===== config.mk =====
export PLATFORM = sky130hd
export DESIGN_NAME = fetch_flat
export DESIGN_NICKNAME = d
export VERILOG_FILES = /design/src/rtl/fetch_pkg.sv /design/src/rtl/fetch_if.sv /design/src/rtl/fetch.sv /design/src/flat_wrapper.sv
export SDC_FILE = /design/constraint.sdc
export NUM_CORES = 1
export LEC_CHECK = 0
export BUFFER_PORTS_ARGS = -buffer_cell sky130_fd_sc_hd__buf_2
export CORE_MARGIN = 8
export CORE_UTILIZATION = 45
export CTS_CLUSTER_DIAMETER = 40
export DETAILED_ROUTE_END_ITERATION = 10
export GPL_ROUTABILITY_DRIVEN = 0
export HOLD_SLACK_MARGIN = 0.1
export PLACE_DENSITY_LB_ADDON = 0.08
export SYNTH_ARGS = -nofsm -noshare
export SYNTH_HDL_FRONTEND = slang
export SYNTH_SLANG_ARGS = --single-unit

===== constraint.sdc =====
create_clock -name clk -period 2.5 [get_ports clk]
set_input_delay 0.25 -clock clk [delete_from_list [all_inputs] [get_ports clk]]
set_output_delay 0.25 -clock clk [all_outputs]
set_load 0.005 [all_outputs]

===== src/rtl/fetch_pkg.sv =====
// Shared core definitions for the instruction-fetch stage and its BRAM wrapper.
package fetch_pkg;

  localparam int unsigned INSN_WIDTH      = 32;
  localparam int unsigned IMEM_ADDR_WIDTH = 15;

  localparam logic [INSN_WIDTH-1:0] NOP_INSN = 32'h0000_0000;

  typedef enum logic [1:0] {
    FETCH_IDLE = 2'd0,
    FETCH_REQ  = 2'd1,
    FETCH_WAIT = 2'd2
  } fetch_state_e;

  // Payload handed to decode once a fetch completes.
  typedef struct packed {
    logic [31:0]           pc;
    logic [INSN_WIDTH-1:0] insn;
    logic                  misaligned;
  } fetch_pkt_t;

endpackage


===== src/rtl/fetch_if.sv =====
// Fetch-stage bus: controller/decode handshake plus the instruction BRAM port.
interface fetch_if #(
  parameter int unsigned ADDR_WIDTH = fetch_pkg::IMEM_ADDR_WIDTH
);

  logic                  enable;
  logic [31:0]           pc_in;
  logic                  done;
  logic [31:0]           pc_out;
  logic [31:0]           command;
  logic                  misaligned;
  logic                  imem_en;
  logic [ADDR_WIDTH-1:0] imem_addr;
  logic [31:0]           imem_dout;

  modport master (
    input  enable, pc_in, imem_dout,
    output done, pc_out, command, misaligned, imem_en, imem_addr
  );

  modport slave (
    output enable, pc_in, imem_dout,
    input  done, pc_out, command, misaligned, imem_en, imem_addr
  );

endinterface


===== src/rtl/fetch.sv =====
// Instruction-fetch stage: one BRAM read per enable, result held for decode
// with a single-cycle done pulse.
module fetch
  import fetch_pkg::*;
#(
  parameter int unsigned ADDR_WIDTH  = IMEM_ADDR_WIDTH,
  parameter int unsigned MEM_LATENCY = 2
) (
  input  logic     clk,
  input  logic     rstn,
  fetch_if.master  bus
);

  localparam int unsigned CNT_W = 3;

  fetch_state_e          state_q, state_d;
  logic [CNT_W-1:0]      cnt_q, cnt_d;
  fetch_pkt_t            pkt_q, pkt_d;
  logic                  done_q, done_d;
  logic                  en_q, en_d;
  logic [ADDR_WIDTH-1:0] addr_q, addr_d;

  // Next-state and next-output logic; done and imem_en default low so they pulse.
  always_comb begin
    state_d = state_q;
    cnt_d   = cnt_q;
    pkt_d   = pkt_q;
    done_d  = 1'b0;
    en_d    = 1'b0;
    addr_d  = addr_q;
    unique case (state_q)
      FETCH_IDLE: begin
        if (bus.enable) begin
          pkt_d.pc         = bus.pc_in;
          pkt_d.misaligned = |bus.pc_in[1:0];
          addr_d           = bus.pc_in[ADDR_WIDTH+1:2];
          en_d             = 1'b1;
          state_d          = FETCH_REQ;
        end
      end
      FETCH_REQ: begin
        cnt_d   = CNT_W'(1);
        state_d = FETCH_WAIT;
      end
      FETCH_WAIT: begin
        // cnt_q counts cycles since the request; data is valid when it hits the latency.
        if (cnt_q == CNT_W'(MEM_LATENCY)) begin
          pkt_d.insn = bus.imem_dout;
          done_d     = 1'b1;
          cnt_d      = '0;
          state_d    = FETCH_IDLE;
        end else begin
          cnt_d = cnt_q + CNT_W'(1);
        end
      end
      default: begin
        cnt_d   = '0;
        state_d = FETCH_IDLE;
      end
    endcase
  end

  always_ff @(posedge clk or negedge rstn) begin
    if (!rstn) begin
      state_q <= FETCH_IDLE;
      cnt_q   <= '0;
      pkt_q   <= '{pc: 32'h0, insn: NOP_INSN, misaligned: 1'b0};
      done_q  <= 1'b0;
      en_q    <= 1'b0;
      addr_q  <= '0;
    end else begin
      state_q <= state_d;
      cnt_q   <= cnt_d;
      pkt_q   <= pkt_d;
      done_q  <= done_d;
      en_q    <= en_d;
      addr_q  <= addr_d;
    end
  end

  assign bus.done       = done_q;
  assign bus.pc_out     = pkt_q.pc;
  assign bus.command    = pkt_q.insn;
  assign bus.misaligned = pkt_q.misaligned;
  assign bus.imem_en    = en_q;
  assign bus.imem_addr  = addr_q;

endmodule


===== src/flat_wrapper.sv =====
// flat-port wrapper written by rule: the top's interface ports become plain ports
module fetch_flat import fetch_pkg::*;
#(
  parameter int unsigned ADDR_WIDTH  = IMEM_ADDR_WIDTH,
  parameter int unsigned MEM_LATENCY = 2
)
  (clk, rstn, bus_enable, bus_pc_in, bus_imem_dout, bus_done, bus_pc_out, bus_command, bus_misaligned, bus_imem_en, bus_imem_addr);
  fetch_if #(.ADDR_WIDTH(ADDR_WIDTH)) bus_i ();
  input  logic clk;
  input  logic rstn;
  input wire logic [$bits(bus_i.enable)-1:0] bus_enable;
  input wire logic [$bits(bus_i.pc_in)-1:0] bus_pc_in;
  input wire logic [$bits(bus_i.imem_dout)-1:0] bus_imem_dout;
  output wire logic [$bits(bus_i.done)-1:0] bus_done;
  output wire logic [$bits(bus_i.pc_out)-1:0] bus_pc_out;
  output wire logic [$bits(bus_i.command)-1:0] bus_command;
  output wire logic [$bits(bus_i.misaligned)-1:0] bus_misaligned;
  output wire logic [$bits(bus_i.imem_en)-1:0] bus_imem_en;
  output wire logic [$bits(bus_i.imem_addr)-1:0] bus_imem_addr;
  assign bus_i.enable = bus_enable;
  assign bus_i.pc_in = bus_pc_in;
  assign bus_i.imem_dout = bus_imem_dout;
  assign bus_done = bus_i.done;
  assign bus_pc_out = bus_i.pc_out;
  assign bus_command = bus_i.command;
  assign bus_misaligned = bus_i.misaligned;
  assign bus_imem_en = bus_i.imem_en;
  assign bus_imem_addr = bus_i.imem_addr;
  fetch #(.ADDR_WIDTH(ADDR_WIDTH), .MEM_LATENCY(MEM_LATENCY)) u_core (.clk(clk), .rstn(rstn), .bus(bus_i));
endmodule

==> results of run 1 <==
## cells in the mapped netlist (all sizes together)
cell type / number
and2: 1
o22ai: 1
nand4b: 1
nand2: 4
nor3b: 1
inv: 6
buf: 21
a31oi: 2
o21ai: 2
mux2: 66
dfrtp: 72
ha: 5
nand2b: 2
mux2i: 1
a221oi: 1
a41oi: 1
nor2: 1
## cells by family after synthesis
logic type                 synth area share (%)
AOI/OAI and AO/OA                          1.59
adders and majority gates                  2.14
buffers and inverters                      6.30
DFF                                        61.7
muxes                                      25.8
and+or+nand+nor                            2.49
## worst paths after layout
path	start	endpoint	slack, ps	cells past startpoint
worst max register to register	u_core.state_q[0]	u_core.bus.command[20]	580	5
worst min-delay path	bus_imem_dout[15]	u_core.bus.command[15]	140	2
worst max-delay path	u_core.state_q[0]	u_core.bus.command[20]	580	5
max in group asynchronous	rstn	u_core.bus.pc_out[24]	1390	3
min in group asynchronous	rstn	u_core.bus.command[3]	490	2
worst min register to register	u_core.bus.misaligned	u_core.bus.misaligned	480	2
## repair_timing
action                    4_1_cts  5_1_grt
setup buffers                   0        0
hold buffers                    1        0
hold endpoints to repair       25        0
## power by group
| group | internal, mW | switching, mW | leakage (nW) |
|---|---|---|---|
| clock network | 0.446 | 0.390 | 0.0880 |
| logic | 0.980 | 0.675 | 1.07 |
| registers | 1.69 | 0.274 | 0.923 |
| total | 3.12 | 1.34 | 2.09 |
## sequential cells by signal (all words and copies together) (netlist names)
name                   count
u_core.bus.command        32
u_core.state_q             2
u_core.bus.imem_addr      14
u_core.bus.done            1
u_core.cnt_q               3
u_core.bus.pc_out         18
u_core.bus.imem_en         1
u_core.bus.misaligned      1
## layer usage
metal | vias to the layer above | GRT usage, % | routed length, µm
li1 | 923 | - | -
met1 | 902 | 17.6 | 2680
met2 | 71 | 22.0 | 3250
met3 | 10 | 3.40 | 623
met4 | 0 | 7.94 | 105
met5 | - | 0 | 0
## layout make-up
type | instances | area, µm²
Clock buffer | 10 | 128
Sequential cell | 72 | 1800
Timing Repair Buffer | 153 | 806
Clock inverter | 4 | 47.5
Fill cell | 521 | 2480
Multi-Input combinational cell | 89 | 935
Tap cell | 77 | 96.3
Inverter | 6 | 22.5
## metrics by stage
stage / hold slack [ps] / area (µm²)
after global routing: 127 / 3840
final: 145 / 3840
after detailed placement: 313 / 3650
after CTS: 120 / 3840
after global placement: 308 / 3650
after floorplan: -45.6 / 2920
==> flow_summary.json, run 1 <==
{
  "outcome": "completed",
  "cp_data_arrival_time_ps": 2130,
  "wire_per_inst_um": 16.2,
  "hp-class": "in2reg",
  "cp.buffers_inverters": 2,
  "hpwlAfterDp_mm": 5.23,
  "num_cts_buffers": 9,
  "path_class": "reg2reg",
  "drtAntennaViolNets": 0,
  "number_of_global_route_vias_before_repair": 1858,
  "syn_avg_cell_area_um2": 15.5,
  "cpPeakStageDelay_ps": 410,
  "totalNegativeSetupSlack_ps": 0,
  "ys_seq_area_share_pct": 61.7,
  "layout.cells.non_filler": 411,
  "path_delay_family": "buffers and inverters",
  "clock_tree.buffer_depth": 2,
  "synth_largest_area_cell": "sky130_fd_sc_hd__dfrtp_1",
  "syn2layout_area_growth_pct": 31.4,
  "floorplan.initialDensity_pct": 46.3,
  "drive_gt1_share_pct": 69.8,
  "path_clk_slew_ps": 70,
  "vias": 1906,
  "cts_tree": "yes",
  "placeableCoreArea_um2": 6310,
  "clock-sinks": 72,
  "die_area_um2": 9320,
  "drt-vias-per-instance": 4.64,
  "yosys_warnings": 0,
  "fp_rows": 29,
  "utilization_pct": 60.8,
  "timing.final.setup_violations": 0,
  "drtIter0Drc": 60,
  "grt_max_degree": 35,
  "globalRouteOverflowTotal": 0,
  "synthDominantCellAreaShare_pct": 61.7,
  "synth_top_cells_by_area": "sky130_fd_sc_hd__dfrtp_1 (62%), sky130_fd_sc_hd__mux2_2 (25%), sky130_fd_sc_hd__buf_4 (3.9%)",
  "layout_worst_path_cycle_share_pct": 76.8,
  "crit_fanout": 33,
  "grt_use_total_pct": 14.1,
  "dr.pass1.iters": 3,
  "layout.cells.most_common": "sky130_fd_sc_hd__buf_2",
  "synthesis.instances": 188,
  "worst_setup_path_start_kind": "register",
  "portBuffers": 148,
  "timing.max_cap.violations": 0,
  "final_critical_period_ps": 1920,
  "p_per_area_nw_per_um2": 1160,
  "crit_required_ps": 2710,
  "clk_root_buffer_cell": "sky130_fd_sc_hd__clkbuf_8",
  "final_power_mw": 4.46,
  "die_height_um": 96.6,
  "timing.critical_path.slowest_stage_cell": "sky130_fd_sc_hd__dfrtp_1",
  "count_of_nets_after_finishing": 403,
  "n_antenna_cell": 0,
  "synth.net_count": 260,
  "cells_resized_by_post_cts_repair": 0,
  "drt-total-wl_mm": 6.66,
  "peakVddDrop_v": 0.000624,
  "io-pin-count": 149,
  "p_leak_nw": 2.09,
  "crit_path_end_kind": "register",
  "cp_cell_instances": "inv_1 -> ha_1 -> nor3b_4 -> buf_4 -> mux2_2",
  "die_width_um": 96.6,
  "drcViolationCount": 0,
  "slew_headroom_pct": 57.5,
  "antenna_found_initial": 0,
  "cts-htree-levels": 3,
  "place_worst_setup_slack_ps": 576,
  "max_freq_mhz": 521,
  "rsz0062_at_grt": "no",
  "place_inst": 396,
  "drv_slew": 0,
  "grt_pass1_wl_mm": 9.71,
  "synth-seq-cells": 72,
  "max_slew.worst_pin.slew_ps": 638,
  "clock_latency_ps": 330,
  "hold_violations": 0,
  "layout_common_cells": "sky130_fd_sc_hd__buf_2 (148), sky130_fd_sc_hd__dfrtp_1 (72), sky130_fd_sc_hd__mux2_2 (66)",
  "syn_area_um2": 2920,
  "post-route-worst-setup-slack_ps": 580,
  "post_synth_num_cell_types": 20,
  "timing.clock.skew_ps": 4.95
}
Note: power is estimated with default switching activity, not from simulation.
==> inputs of run 2 (changes only) <==
Clock period 2.5 ns to 1.94 ns, I/O delays scaled along.
==> run 2 against run 1 <==
Via count grew 16%. Design area grew 18%. Die area is the same. Core utilization grew 11 points. Sequential share of layout area shrank 7.0 points. Power grew 34%. Fmax grew 8.2%. Critical path depth is the same. Hold slack gained 73 ps. Worst setup slack lost 410 ps. Critical path type unchanged. Critical endpoint is now u_core.bus.command[22]. Largest power group unchanged.
==> flow_summary.json, run 2 (synthesis results as in run 1) <==
{
  "path_clk_slew_ps": 70,
  "drt-vias-per-instance": 4.63,
  "hold_violations": 0,
  "n_antenna_cell": 0,
  "drv_slew": 0,
  "die_area_um2": 9320,
  "globalRouteOverflowTotal": 0,
  "utilization_pct": 71.4,
  "path_class": "reg2reg",
  "grt_use_total_pct": 16.2,
  "cts_tree": "yes",
  "p_per_area_nw_per_um2": 1320,
  "placeableCoreArea_um2": 6310,
  "floorplan.initialDensity_pct": 46.3,
  "max_freq_mhz": 563,
  "largest_register_ffs": 32,
  "cp_data_arrival_time_ps": 1990,
  "layout.cells.most_common": "sky130_fd_sc_hd__buf_2",
  "place_worst_setup_slack_ps": 170,
  "fin_hold_ws_ps": 217,
  "portBuffers": 148,
  "p_leak_nw": 2.37,
  "outcome": "completed",
  "die_width_um": 96.6,
  "final_power_mw": 5.96,
  "max_slew.worst_pin.slew_ps": 397,
  "hp-class": "in2async",
  "drt-total-wl_mm": 7.61,
  "peakVddDrop_v": 0.000761,
  "rsz0062_at_grt": "no",
  "placed_cell_area_um2": 3670,
  "post-route-worst-setup-slack_ps": 165,
  "antenna_found_initial": 0,
  "wire_per_inst_um": 16.0,
  "crit_path_end_kind": "register",
  "worst_setup_path_start_kind": "register",
  "crit_fanout": 33,
  "vias": 2210,
  "layout_common_cells": "sky130_fd_sc_hd__buf_2 (148), sky130_fd_sc_hd__dfrtp_1 (72), sky130_fd_sc_hd__mux2_2 (66)",
  "drive_gt1_share_pct": 58.8,
  "number_of_global_route_vias_before_repair": 2350,
  "drcViolationCount": 0,
  "post-cts-setup-buffers": 0,
  "die_height_um": 96.6,
  "place_inst": 397,
  "dr.pass1.iters": 4,
  "layout.cells.non_filler": 477,
  "hpwlAfterDp_mm": 5.25,
  "timing.max_cap.violations": 0,
  "grt_max_degree": 45,
  "fp_rows": 29,
  "io-pin-count": 149,
  "drtIter0Drc": 53,
  "clock_latency_ps": 330,
  "fillers": 458,
  "slew_headroom_pct": 73.5,
  "cts-htree-levels": 3,
  "clock_tree.buffer_depth": 2,
  "drtAntennaViolNets": 0,
  "syn2layout_area_growth_pct": 54.4,
  "clk_root_buffer_cell": "sky130_fd_sc_hd__clkbuf_8",
  "num_cts_buffers": 9,
  "clock-sinks": 72,
  "grt_pass1_wl_mm": 11.5,
  "layout_worst_path_cycle_share_pct": 91.5,
  "count_of_nets_after_finishing": 468,
  "timing.clock.skew_ps": 6.92,
  "timing.final.setup_violations": 0,
  "final_critical_period_ps": 1780,
  "crit_required_ps": 2150,
  "final_cell_area_um2": 4510,
  "totalNegativeSetupSlack_ps": 0
}
run 2: cell count changes in the layout (fill, tap and decap cells not counted), sizes merged:
cell,previous run,this run
clkinv,2,3
dlygate4sd3,1,65
buf,152,153
clkinvlp,1,0
clkbuf,10,11
run 2: path summary, 6_finish.rpt:
kind / cells after the start / end / slack (ps) / startpoint
max: 5 / u_core.bus.command[22] / 160 / u_core.state_q[0]
min: 2 / u_core.bus.command[26] / 220 / rstn
max reg2reg: 5 / u_core.bus.command[22] / 160 / u_core.state_q[0]
min reg2reg: 2 / u_core.bus.misaligned / 480 / u_core.bus.misaligned
max in group asynchronous: 3 / u_core.bus.pc_out[0] / 1180 / rstn
min in group clk: 4 / u_core.bus.imem_en / 330 / bus_enable
run 2: where the power goes:
group | switching, mW | total, mW | internal, mW | leakage, nW
Combinational | 0.925 | 2.28 | 1.36 | 1.35
Clock | 0.507 | 1.12 | 0.616 | 0.0989
Sequential | 0.374 | 2.55 | 2.18 | 0.923
Total | 1.81 | 5.96 | 4.15 | 2.37
run 2: final cells by class:
type                            instances  area (µm²)  area share [%]
Clock inverter                          4        45.0           0.999
Sequential cell                        72        1800            40.0
Timing Repair Buffer                  218        1470            32.5
Multi-Input combinational cell         89         935            20.7
Tap cell                               77        96.3            2.14
Inverter                                6        22.5           0.500
Clock buffer                           11         141            3.14
run 2: worst max-delay path, stage by stage (launching register included):
cell and delay (ps):
sky130_fd_sc_hd__dfrtp_1 410, sky130_fd_sc_hd__inv_1 120, sky130_fd_sc_hd__ha_1 280, sky130_fd_sc_hd__nor3b_4 250, sky130_fd_sc_hd__buf_12 230, sky130_fd_sc_hd__mux2_2 350
run 2: metal layers:
metal  wire length (µm)  up-vias  track usage, %
met4                181        0            8.95
li1                   -     1050               -
met5                  0        -               0
met1               2850     1068            18.3
met2               3890       76            27.3
met3                688       16            4.48
run 2: timing repair:
item,4_1_cts,5_1_grt
hold buffers,65,0
resized for setup,0,0
endpoints found under the hold margin,136,0
==> inputs of run 3 (changes only) <==
Settings changed: BUFFER_PORTS_ARGS -buffer_cell sky130_fd_sc_hd__buf_2 to default, DONT_BUFFER_PORTS from default to 1.
==> run 3 against run 2 <==
First-iteration DRC count grew 3.8%. Register-to-register slack lost 30 ps. Sequential share of layout area increased by 7.7 points. Clock skew decreased by 0.71 ps. Fmax shrank 1.8%. Die area did not move. Hold slack better by 26 ps. Combinational power down 45%.
==> flow_summary.json, run 3 (synthesis results as in run 1) <==
{
  "drv_slew": 0,
  "drtIter0Drc": 55,
  "grt_max_degree": 73,
  "max_freq_mhz": 553,
  "n_antenna_cell": 0,
  "clk_root_buffer_cell": "sky130_fd_sc_hd__clkbuf_8",
  "num_cts_buffers": 9,
  "drcViolationCount": 0,
  "layout_worst_path_cycle_share_pct": 93.2,
  "slew_headroom_pct": 72.1,
  "rsz0062_at_grt": "no",
  "hold_violations": 0,
  "hp-class": "in2reg",
  "drtAntennaViolNets": 0,
  "portBuffers": 0,
  "p_leak_nw": 1.74,
  "p_per_area_nw_per_um2": 1390,
  "path_class": "reg2reg",
  "antenna_found_initial": 0,
  "layout.cells.most_common": "sky130_fd_sc_hd__dfrtp_1",
  "final_cell_area_um2": 3780,
  "number_of_global_route_vias_before_repair": 1882,
  "die_area_um2": 9320,
  "timing.critical_path.slowest_stage_cell": "sky130_fd_sc_hd__dfrtp_1",
  "place_worst_setup_slack_ps": 142,
  "cts-htree-levels": 3,
  "floorplan.initialDensity_pct": 46.3,
  "drt-total-wl_mm": 6.78,
  "die_width_um": 96.6,
  "grt_pass1_wl_mm": 9.94,
  "placeableCoreArea_um2": 6310,
  "crit_required_ps": 2160,
  "globalRouteOverflowTotal": 0,
  "crit_fanout": 33,
  "cells_resized_by_post_cts_repair": 0,
  "cp_cell_instances": "inv_1 -> ha_1 -> nor3b_4 -> buf_12 -> mux2_2",
  "drive_gt1_share_pct": 34.1,
  "vias": 1694,
  "worst_setup_path_start_kind": "register",
  "fp_rows": 29,
  "wire_per_inst_um": 20.6,
  "layout_common_cells": "sky130_fd_sc_hd__dfrtp_1 (72), sky130_fd_sc_hd__mux2_2 (66), sky130_fd_sc_hd__dlygate4sd3_1 (65)",
  "count_of_nets_after_finishing": 319,
  "hpwlAfterDp_mm": 4.58,
  "outcome": "completed",
  "final_critical_period_ps": 1810,
  "cpPeakStageDelay_ps": 410,
  "clock_latency_ps": 330,
  "totalNegativeSetupSlack_ps": 0,
  "post-route-worst-setup-slack_ps": 132,
  "die_height_um": 96.6,
  "cts_tree": "yes",
  "grt_use_total_pct": 14.3,
  "clock_tree.buffer_depth": 2,
  "max_slew.worst_pin.slew_ps": 419,
  "placed_cell_area_um2": 2900,
  "timing.final.setup_violations": 0,
  "peakVddDrop_v": 0.000865,
  "drt-vias-per-instance": 5.15,
  "cp_data_arrival_time_ps": 2020,
  "clock-sinks": 72,
  "syn2layout_area_growth_pct": 29.4,
  "crit_path_end_kind": "register",
  "largest_register_ffs": 32,
  "dr.pass1.iters": 4,
  "timing.max_cap.violations": 0,
  "io-pin-count": 149,
  "path_clk_slew_ps": 70,
  "post-cts-setup-buffers": 0,
  "timing.clock.skew_ps": 6.21
}
## run 3: cell count changes in the layout (fill, tap and decap cells not counted), sizes merged
cell    change
clkbuf      +2
buf       -149
clkinv      -1
## run 3: timing repair
action / 4_1_cts / 5_1_grt
hold endpoints to repair: 137 / 0
hold buffers: 66 / 0
endpoints found under the setup margin: 0 / 0
## run 3: final cells by class
cell class                 count  area (µm²)
clock buffer                  13         159
multi-input combinational     89         935
tap                           77        96.3
inverter                       6        22.5
fill                         491        2530
clock inverter                 3        40.0
timing repair buffer          69         726
sequential                    72        1800
## run 3: worst max-delay path, delay by kind of cell, from the launching register on
kind	cells	cell delay, ps
DFF	1	410
muxes	1	360
buffers and inverters	2	350
adders and majority gates	1	280
and+or+nand+nor	1	260
## run 3: worst paths after layout
kind	from	end	slack (ps)	depth (start not counted)
setup / recovery	u_core.state_q[0]	u_core.bus.command[13]	130	5
hold / removal	bus_enable	u_core.bus.imem_en	240	3
setup reg to reg	u_core.state_q[0]	u_core.bus.command[13]	130	5
hold reg to reg	u_core.state_q[1]	u_core.state_q[1]	540	1
max in group asynchronous	rstn	u_core.bus.pc_out[27]	1250	2
min in group asynchronous	rstn	u_core.bus.command[29]	380	2
## run 3: power by group
group / internal, mW / switching, mW / total (mW)
sequential: 2.18 / 0.664 / 2.85
combinational: 0.797 / 0.454 / 1.25
clock: 0.661 / 0.511 / 1.17
## run 3: stage by stage
step	hold WS, ps	util (%)	total power, mW	std cells
floorplan	-102	-	3.81	188
global placement	-99.7	46.0	3.92	247
detailed placement	-100	46.0	4.02	247
CTS	228	59.9	5.34	329
global route	247	59.9	5.62	329
finish	243	59.9	5.27	329
## run 3: metal layers
layer	vias to the layer above	wire, µm	track usage [%]
met2	82	3640	25.3
met5	-	0	0
li1	748	-	-
met1	855	2340	15.1
met4	0	104	7.31
met3	9	703	4.40
